### src/rtl/mdio_pkg.sv
// Shared constants and state type for the Clause-22 MDIO responder.
package mdio_pkg;

    localparam int PHYAD_W      = 5;
    localparam int REGAD_W      = 5;
    localparam int DATA_W       = 16;
    localparam int PREAMBLE_LEN = 32;

    localparam logic [1:0] OP_READ  = 2'b10;
    localparam logic [1:0] OP_WRITE = 2'b01;
    localparam logic [1:0] TA_WRITE = 2'b10;

    typedef enum logic [2:0] {
        S_IDLE,
        S_ST,
        S_OP,
        S_PHYAD,
        S_REGAD,
        S_TA,
        S_DATA
    } state_t;

endpackage

### src/rtl/mdio_edge_sync.sv
// Synchronises MDC/MDIO into the clk domain and flags MDC rising edges.
module mdio_edge_sync #(
    parameter int SYNC_STAGES = 2
) (
    input  logic clk,
    input  logic rst,
    input  logic mdc_in,
    input  logic mdio_in,
    output logic mdc_re,
    output logic mdio_s
);

    logic [SYNC_STAGES-1:0] mdc_sync;
    logic [SYNC_STAGES-1:0] mdio_sync;
    logic                   mdc_prev;

    // Resetting MDC history high means a clock already high at reset release is not an edge.
    always_ff @(posedge clk) begin
        if (rst) begin
            mdc_sync  <= '1;
            mdio_sync <= '1;
            mdc_prev  <= 1'b1;
        end else begin
            mdc_sync  <= {mdc_sync[SYNC_STAGES-2:0], mdc_in};
            mdio_sync <= {mdio_sync[SYNC_STAGES-2:0], mdio_in};
            mdc_prev  <= mdc_sync[SYNC_STAGES-1];
        end
    end

    assign mdc_re = mdc_sync[SYNC_STAGES-1] & ~mdc_prev;
    assign mdio_s = mdio_sync[SYNC_STAGES-1];

endmodule

### src/rtl/mdio_responder.sv
// Clause-22 MDIO target serving frames from a host register port.
// Define MDIO_PREAMBLE_CHECK_EN to demand a full 32-bit preamble before ST.
import mdio_pkg::*;

module mdio_responder #(
    parameter logic [4:0] PHY_ADDR    = 5'd1,
    parameter int         SYNC_STAGES = 2
) (
    input  logic        clk,
    input  logic        rst,
    input  logic        mdc_in,
    input  logic        mdio_in,
    output logic        mdio_out,
    output logic        mdio_oe,
    output logic        rd_req,
    output logic [4:0]  rd_addr,
    input  logic [15:0] rd_data,
    output logic        wr_strobe,
    output logic [4:0]  wr_addr,
    output logic [15:0] wr_data,
    output logic        frame_err,
    output logic        busy
);

    logic              mdc_re;
    logic              mdio_s;
    state_t            state;
    logic [5:0]        ones_cnt;
    logic [4:0]        bit_cnt;
    logic              is_read;
    logic              op_hi;
    logic [4:0]        phyad;
    logic [4:0]        regad;
    logic [DATA_W-1:0] shift;
    logic              match;

    mdio_edge_sync #(.SYNC_STAGES(SYNC_STAGES)) u_sync (
        .clk    (clk),
        .rst    (rst),
        .mdc_in (mdc_in),
        .mdio_in(mdio_in),
        .mdc_re (mdc_re),
        .mdio_s (mdio_s)
    );

    assign match = (phyad == PHY_ADDR);

    always_ff @(posedge clk) begin
        if (rst) begin
            state     <= S_IDLE;
            ones_cnt  <= '0;
            bit_cnt   <= '0;
            is_read   <= 1'b0;
            op_hi     <= 1'b0;
            phyad     <= '0;
            regad     <= '0;
            shift     <= '0;
            mdio_out  <= 1'b1;
            mdio_oe   <= 1'b0;
            rd_req    <= 1'b0;
            rd_addr   <= '0;
            wr_strobe <= 1'b0;
            wr_addr   <= '0;
            wr_data   <= '0;
            frame_err <= 1'b0;
            busy      <= 1'b0;
        end else begin
            rd_req    <= 1'b0;
            wr_strobe <= 1'b0;
            frame_err <= 1'b0;
            if (mdc_re) begin
                case (state)
                    S_IDLE: begin
                        if (mdio_s) begin
                            if (ones_cnt != 6'(PREAMBLE_LEN))
                                ones_cnt <= ones_cnt + 6'd1;
                        end else begin
`ifdef MDIO_PREAMBLE_CHECK_EN
                            if (ones_cnt == 6'(PREAMBLE_LEN)) begin
                                state <= S_ST;
                                busy  <= 1'b1;
                            end else begin
                                frame_err <= 1'b1;
                            end
                            ones_cnt <= '0;
`else
                            if (ones_cnt != 6'd0) begin
                                state    <= S_ST;
                                busy     <= 1'b1;
                                ones_cnt <= '0;
                            end
`endif
                        end
                    end
                    S_ST: begin
                        if (mdio_s) begin
                            state   <= S_OP;
                            bit_cnt <= '0;
                        end else begin
                            state     <= S_IDLE;
                            busy      <= 1'b0;
                            frame_err <= 1'b1;
                        end
                    end
                    S_OP: begin
                        if (bit_cnt == 5'd0) begin
                            op_hi   <= mdio_s;
                            bit_cnt <= 5'd1;
                        end else if ({op_hi, mdio_s} == OP_READ || {op_hi, mdio_s} == OP_WRITE) begin
                            is_read <= ({op_hi, mdio_s} == OP_READ);
                            state   <= S_PHYAD;
                            bit_cnt <= '0;
                        end else begin
                            state     <= S_IDLE;
                            busy      <= 1'b0;
                            frame_err <= 1'b1;
                        end
                    end
                    S_PHYAD: begin
                        phyad <= {phyad[PHYAD_W-2:0], mdio_s};
                        if (bit_cnt == 5'(PHYAD_W - 1)) begin
                            state   <= S_REGAD;
                            bit_cnt <= '0;
                        end else begin
                            bit_cnt <= bit_cnt + 5'd1;
                        end
                    end
                    S_REGAD: begin
                        regad <= {regad[REGAD_W-2:0], mdio_s};
                        if (bit_cnt == 5'(REGAD_W - 1)) begin
                            state   <= S_TA;
                            bit_cnt <= '0;
                            if (is_read && match) begin
                                rd_req  <= 1'b1;
                                rd_addr <= {regad[REGAD_W-2:0], mdio_s};
                            end
                        end else begin
                            bit_cnt <= bit_cnt + 5'd1;
                        end
                    end
                    // Read: take the bus for TA bit 2 (driven 0), then present D15 after TA ends.
                    S_TA: begin
                        if (!is_read && mdio_s != TA_WRITE[1 - bit_cnt[0]]) begin
                            state     <= S_IDLE;
                            busy      <= 1'b0;
                            frame_err <= 1'b1;
                        end else if (bit_cnt == 5'd0) begin
                            bit_cnt <= 5'd1;
                            if (is_read && match) begin
                                shift    <= rd_data;
                                mdio_out <= 1'b0;
                                mdio_oe  <= 1'b1;
                            end
                        end else begin
                            state   <= S_DATA;
                            bit_cnt <= '0;
                            if (is_read && match) begin
                                mdio_out <= shift[DATA_W-1];
                                shift    <= {shift[DATA_W-2:0], 1'b0};
                            end
                        end
                    end
                    S_DATA: begin
                        if (!is_read)
                            shift <= {shift[DATA_W-2:0], mdio_s};
                        if (bit_cnt == 5'(DATA_W - 1)) begin
                            state    <= S_IDLE;
                            busy     <= 1'b0;
                            mdio_oe  <= 1'b0;
                            mdio_out <= 1'b1;
                            if (!is_read && match) begin
                                wr_strobe <= 1'b1;
                                wr_addr   <= regad;
                                wr_data   <= {shift[DATA_W-2:0], mdio_s};
                            end
                        end else begin
                            bit_cnt <= bit_cnt + 5'd1;
                            if (is_read && match) begin
                                mdio_out <= shift[DATA_W-1];
                                shift    <= {shift[DATA_W-2:0], 1'b0};
                            end
                        end
                    end
                    default: begin
                        state <= S_IDLE;
                        busy  <= 1'b0;
                    end
                endcase
            end
        end
    end

endmodule
### config.mk
export PLATFORM = sky130hd
export DESIGN_NAME = mdio_responder
export DESIGN_NICKNAME = d
export VERILOG_FILES = /design/src/rtl/mdio_pkg.sv /design/src/rtl/mdio_edge_sync.sv /design/src/rtl/mdio_responder.sv
export SDC_FILE = /design/constraint.sdc
export NUM_CORES = 1
export LEC_CHECK = 0
export BUFFER_PORTS_ARGS = -buffer_cell sky130_fd_sc_hd__buf_4
export CAP_MARGIN = 15
export CORE_UTILIZATION = 25
export DETAILED_ROUTE_END_ITERATION = 7
export GPL_TIMING_DRIVEN = 0
export PLACE_DENSITY = 0.41
export SLEW_MARGIN = 0
export SYNTH_ARGS = -nofsm -noshare
export SYNTH_HDL_FRONTEND = slang
export SYNTH_SLANG_ARGS = --single-unit
### constraint.sdc
create_clock -name clk -period 2.9 [get_ports clk]
set_input_delay 0.58 -clock clk [delete_from_list [all_inputs] [get_ports clk]]
set_output_delay 0.58 -clock clk [all_outputs]
set_load 0.05 [all_outputs]
## Word-level counts from Yosys, hierarchy flattened

Cells that the tools add are included.

- Register bits: 79
- Input port bits: 20
- Output and inout port bits: 32
- Logic and storage cells: 149

- $add $sub $neg: 3
- Magnitude comparators: 1
- Equal/unequal tests: 31
- Mux-type cells: 57
- Bitwise logic cells: 9
- Reduce and logical (&&, ||, !) cells: 28

Operators with widths:

| cell | number |
|---|---|
| 16-bit 2-to-1 mux | 7 |
| 32-bit by 2-bit < comparator with 1-bit output, second input constant | 1 |
| 16-bit one-hot mux with 2 select lines | 1 |
| 5-bit 2-to-1 mux | 6 |
| 2-bit != test, second input constant | 14 |
| 5-bit one-hot mux with 5 select lines | 1 |
| 1-bit 2-to-1 mux | 24 |
| 3-bit 2-to-1 mux | 8 |
| 4-bit AND reduction | 6 |
| 3-bit one-hot mux with 7 select lines | 1 |
| 6-bit 2-to-1 mux | 3 |
| 6-bit AND reduction | 2 |
| 3-bit == test, second input constant | 3 |
| 3-bit != test, second input constant | 3 |
| 9-bit AND reduction | 1 |
| 1-bit inverter | 8 |
| 8-bit AND reduction | 1 |
| 4-bit OR reduction | 2 |
| 6-bit by 1-bit adder with 6-bit output, second input constant | 1 |
| 3-bit by 2-bit == test with 1-bit output, second input constant | 2 |
| 6-bit != test, second input constant | 1 |
| 1-bit one-hot mux with 6 select lines | 1 |
| 6-bit nonzero test | 1 |
| 5-bit by 1-bit adder with 5-bit output, second input constant | 1 |
| other kinds (23) | 30 |

## Longest topological paths before layout

- Depth in word-level cells: 7
- Depth in mapped cells: 9
- Mapped depth without buffers: 9

## Hierarchy

Synthesis repeated with hierarchy kept, for this count alone.

- Cells, all modules: 471
- Area total of the unflattened synthesis: 3877.5 um2

By module, submodules not included:

| module | times used | cells an instance | area an instance (um2) | sequential area each (um2) |
|---|---|---|---|---|
| mdio_responder | 1 | 460 | 3739.8 | 1481.4 |
| mdio_edge_sync | 1 | 11 | 137.6 | 100.1 |

## Worst setup path after synthesis

OpenSTA, ideal clock, no wires.

- Kind: register to register
- Start point: reg bit_cnt[0]
- End point: reg state[0]
- Setup time: 0.070 ns
- Arrival time: 2.132 ns
- Required time: 2.830 ns
- Path slack: 0.697 ns
- Stages on the path, launching flop included: 9
- Buffers on the path: 2
- Clock period less this slack: 2.203 ns
- Cell sequence: dfxtp_1 -> clkbuf_1 -> inv_1 -> ha_1 -> nor4b_1 -> buf_2 -> a221o_1 -> or4b_1 -> a21oi_1

- Cells in the longest elaborated chain, start to end: 7
- Elaborated cells on any way between the ends: 16
- Those cells by class: add/sub: 1; eq/ne: 8; mux: 4; reduce/logical: 3

Ends and longest elaborated chain:

| element | line | text |
|---|---|---|
| from (decl) | mdio_responder.sv:29 | `logic [4:0] bit_cnt;` |
| from (signal assigned) | mdio_responder.sv:125 | `bit_cnt <= bit_cnt + 5'd1;` |
| from (signal assigned) | mdio_responder.sv:138 | `bit_cnt <= bit_cnt + 5'd1;` |
| from (signal assigned) | mdio_responder.sv:177 | `bit_cnt <= bit_cnt + 5'd1;` |
| 1-bit by 1-bit subtractor with 2-bit output | mdio_responder.sv:143 | `if (!is_read && mdio_s != TA_WRITE[1 - bit_cnt[0]]) begin` |
| 1-bit 2-to-1 mux (not written as such) (2 in a row) | mdio_responder.sv:143 |  |
| 1-bit != test | mdio_responder.sv:143 |  |
| 1-bit logical AND | mdio_responder.sv:143 |  |
| 3-bit != test (no source line) / 3-bit 2-to-1 mux (equally long branches) | -- |  |
| 8-bit AND reduction (no source line) / 3-bit one-hot mux with 7 select lines (equally long branches) | -- |  |
| to (signal assigned) | mdio_responder.sv:144 | `state <= S_IDLE;` |
| to (signal assigned) | mdio_responder.sv:155 | `state <= S_DATA;` |
| to (signal assigned) | mdio_responder.sv:167 | `state <= S_IDLE;` |
| to (decl) | mdio_responder.sv:27 | `state_t state;` |

Parallel ways exist; a longest one is shown, timed or not. The select of a mux whose other input is x is not followed.
A chain may end at the register's enable or synchronous reset.

## Worst setup path in the final report

- Start point: reg bit_cnt[0]
- End point: reg shift[8]

- Cells in the longest elaborated chain, start to end: 7
- Elaborated cells on any way between the ends: 13
- Those cells by class: add/sub: 1; eq/ne: 3; mux: 6; reduce/logical: 3

Ends and longest elaborated chain:

| element | line | text |
|---|---|---|
| 1-bit by 1-bit subtractor with 2-bit output | mdio_responder.sv:143 |  |
| 1-bit 2-to-1 mux (not written as such) (2 in a row) | mdio_responder.sv:143 |  |
| 1-bit != test | mdio_responder.sv:143 |  |
| 1-bit logical AND | mdio_responder.sv:143 |  |
| 2-bit != test (no source line) | -- |  |
| 4-bit AND reduction (no source line) | -- |  |
| to (signal assigned) | mdio_responder.sv:150 | `shift <= rd_data;` |
| to (signal assigned) | mdio_responder.sv:159 | `shift <= {shift[DATA_W-2:0], 1'b0};` |
| to (signal assigned) | mdio_responder.sv:165 | `shift <= {shift[DATA_W-2:0], mdio_s};` |
| to (decl) | mdio_responder.sv:34 | `logic [DATA_W-1:0] shift;` |

Parallel ways exist; a longest one is shown, timed or not. The select of a mux whose other input is x is not followed.

==> results.toml <==
[synth]
synthFlopType = "dfxtp_1"
yosysSeqAreaShare_pct = 40.83
synth.net_count = 476
synth_area_sq_um = 3874
avgSynthCellArea_sq_um = 8.627
synth_edf_count = 0
ys_seq_elements = 79
synth_cell_type_count = 58
postSynthCellCount = 449
ys.warnings.count = 0
async_flop_share_pct = 0

[power]
peakVddDrop_uv = 283.1
powerDensity_nw_per_um2 = 494.7
power_leakage_nw = 1.826

[critical_path]
r2r_start = "bit_cnt[0]$_SDFFE_PP0P_"
critPathKind = "flip-flop to flip-flop"
arrival_ns = 2.93
required_ns = 3.13
endpoint_kind = "flip-flop"
path_max_fanout = 10
reg2reg_depth = 9
worstReg2RegEnd = "shift[8]$_SDFFE_PP0P_"
crit_end = "shift[8]$_SDFFE_PP0P_"
startpoint = "bit_cnt[0]$_SDFFE_PP0P_"
r2r_slack_ns = 0.20
worst_setup_path_start_kind = "flip-flop"

[timing]
finalCriticalPeriod_ns = 2.696
drv_slew = 0
fmax_mhz = 370.9
post-route-period-util_pct = 92.97
final_hold_viol_count = 0
finalSetupTns_ns = 0
tightest_slew_ns = 0.8404
slew_headroom_pct = 43.46
setup_viol = 0
rsz0062_at_grt = "false"
skew_ns = 0.006442

[global_routing]
gr-total-overflow = 0
grt_antenna_before_repair = 0
first_global_vias = 3320
grt_max_degree = 13
grt_first_pass_wirelength_microns = 17840
track_usage_pct = 14.65

[drt]
vias_per_cell = 4.872
drc = 0
drt-total-wl_microns = 11150
final_antenna_net_count = 0
detail_route.iter0.violations = 194
post_drt_wl_per_cell_microns = 15.89
first_pass_iters = 4
vias = 3420

[cells_and_area]
final_cells = 702
drive_above_1_share_pct = 21.21
nets = 538
multiInputGateArea_sq_um = 2102
nFillCells = 1580
register_area_sq_um = 1582
syn_to_final_growth_pct = 24.00
n_antenna_cell = 0
final_cell_mix = "dfxtp_1, a21oi_1, nand2_1"
final_common_cell = "dfxtp_1"

[placement]
place.gp.congestion = 0.8403
dp_hpwl_microns = 8183
port_buffers = 51
place_inst = 688

[floorplan]
rows = 45
die_width_microns = 126.5
io_pins = 52
initial_core_util_pct = 25.58
core_sq_um = 15150
dieArea_sq_um = 16000
die_h_microns = 126.5

[clock_tree]
cts_tree = "built"
clk_pin_slew_ns = 0.06
root_buffer = "clkbuf_16"
cts-htree-levels = 3
cts_setup_buffers = 0
cts_hold_buf = 0
insertion_delay_ns = 0.34
ctsResizeCount = 0
cts_buffer_depth = 2
cts_buffers = 9
clock_sinks = 79

[job]
max_cap_violations = 0

[hold_path]
hp-class = "flip-flop to flip-flop"

[status]
status = "complete, no violations"
[cell usage after synthesis (3+ instances only)]
master     number  share of area, %
dfxtp_1        79                41
mux2_2         16               4.7
buf_2          11               1.4
o31ai_1         5              0.97
nand4bb_1       3              0.87
o32ai_1         3              0.68
nand2b_1        7               1.1
xnor2_1         3              0.68
o211ai_1        3              0.58
a31oi_1         3              0.48
mux2i_1        17               4.4
inv_1          13               1.3
o21ai_0        22               2.8
xor2_1          4              0.90
a21oi_1        62               8.0
nor4b_1         3              0.68
or2_2           7               1.1
nor2_1         31               3.0
nand4_1         3              0.48
nor3_1          5              0.65
ha_1            7               2.3
o2bb2ai_1      15               3.4
nand3_1         7              0.90
nand2_1        53               5.1
or3_1           5              0.81
clkbuf_1       20               1.9
nor2b_1         3              0.48
[layer usage]
metal  part of all wire, %  track usage (%)
met2                    44            22.36
met4                   1.9            6.520
met3                   3.5            3.163
met1                    50            19.76
met5                     0                0
[power by group]
part / total (W) / switching, W / internal [W]
registers: 0.00109 / 0.00000195 / 0.00109
clock network: 0.00121 / 0.000438 / 0.000769
logic: 0.0000781 / 0.0000426 / 0.0000355
total: 0.00238 / 0.000483 / 0.00189
[stage by stage]
stage / cell area, sq um / util, % / setup slack [ns] / power, W / hold slack [ns]
2_1_floorplan: 3874 / - / 0.6975 / 0.001155 / 0.3895
3_3_place_gp: 4492 / 29.66 / 0.2540 / 0.001195 / 0.3980
3_5_place_dp: 4492 / 29.66 / 0.2223 / 0.001196 / 0.3995
4_1_cts: 4803 / 31.71 / 0.2169 / 0.002430 / 0.4085
5_1_grt: 4803 / 31.71 / 0.001999 / 0.002477 / 0.4173
6_report: 4803 / 31.71 / 0.2038 / 0.002376 / 0.4074
[registers in the layout (all words and copies together) (netlist names)]
signal,count
is_read,1
u_sync.mdio_sync,2
regad,5
shift,16
phyad,5
state,3
frame_err,1
bit_cnt,5
op_hi,1
wr_addr,5
wr_strobe,1
rd_req,1
busy,1
u_sync.mdc_sync,2
mdio_oe,1
u_sync.mdc_prev,1
mdio_out,1
ones_cnt,6
wr_data,16
rd_addr,5
[worst min-delay path by stage]
stage                                    from                              to  slack (ns)  cells after the start
2_1_floorplan   u_sync.mdc_sync[0]$_SDFF_PP1_   u_sync.mdc_sync[1]$_SDFF_PP1_        0.39                      1
3_3_place_gp   u_sync.mdio_sync[0]$_SDFF_PP1_  u_sync.mdio_sync[1]$_SDFF_PP1_        0.40                      1
3_5_place_dp    u_sync.mdc_sync[0]$_SDFF_PP1_   u_sync.mdc_sync[1]$_SDFF_PP1_        0.40                      1
4_1_cts                               mdio_in  u_sync.mdio_sync[0]$_SDFF_PP1_        0.41                      2
5_1_grt                               mdio_in  u_sync.mdio_sync[0]$_SDFF_PP1_        0.42                      2
6_report        u_sync.mdc_sync[0]$_SDFF_PP1_   u_sync.mdc_sync[1]$_SDFF_PP1_        0.41                      1
[cell type report]
cell class,count,share of cell area [%]
Tap cell,188,4.897
Inverter,13,1.016
Clock buffer,11,5.053
Buffer,33,2.943
Timing Repair Buffer,51,7.971
Sequential cell,79,32.93
Multi-Input combinational cell,324,43.76
Clock inverter,3,1.433
[critical path: stages (launching register included)]
cell	delay [ns]
dfxtp_1	0.31
clkbuf_1	0.21
inv_1	0.14
ha_1	0.20
nor4b_1	0.33
clkbuf_1	0.56
mux2_2	0.41
a21oi_1	0.19
o21ai_0	0.10
o2bb2ai_1	0.14
[cells by family (layout without fill, tap and decap cells)]
group | count (synthesis) | after routing | share of synthesized area, %
AOI/OAI and AO/OA | 132 | 132 | 21.51
xor gates and xnor gates | 7 | 7 | 1.583
adders and majority gates | 7 | 7 | 2.261
buffers and inverters | 46 | 111 | 4.909
DFF | 79 | 79 | 40.83
muxes | 33 | 33 | 9.044
and+or+nand+nor | 145 | 145 | 19.86
No activity file was read; power rests on OpenSTA's default activity.
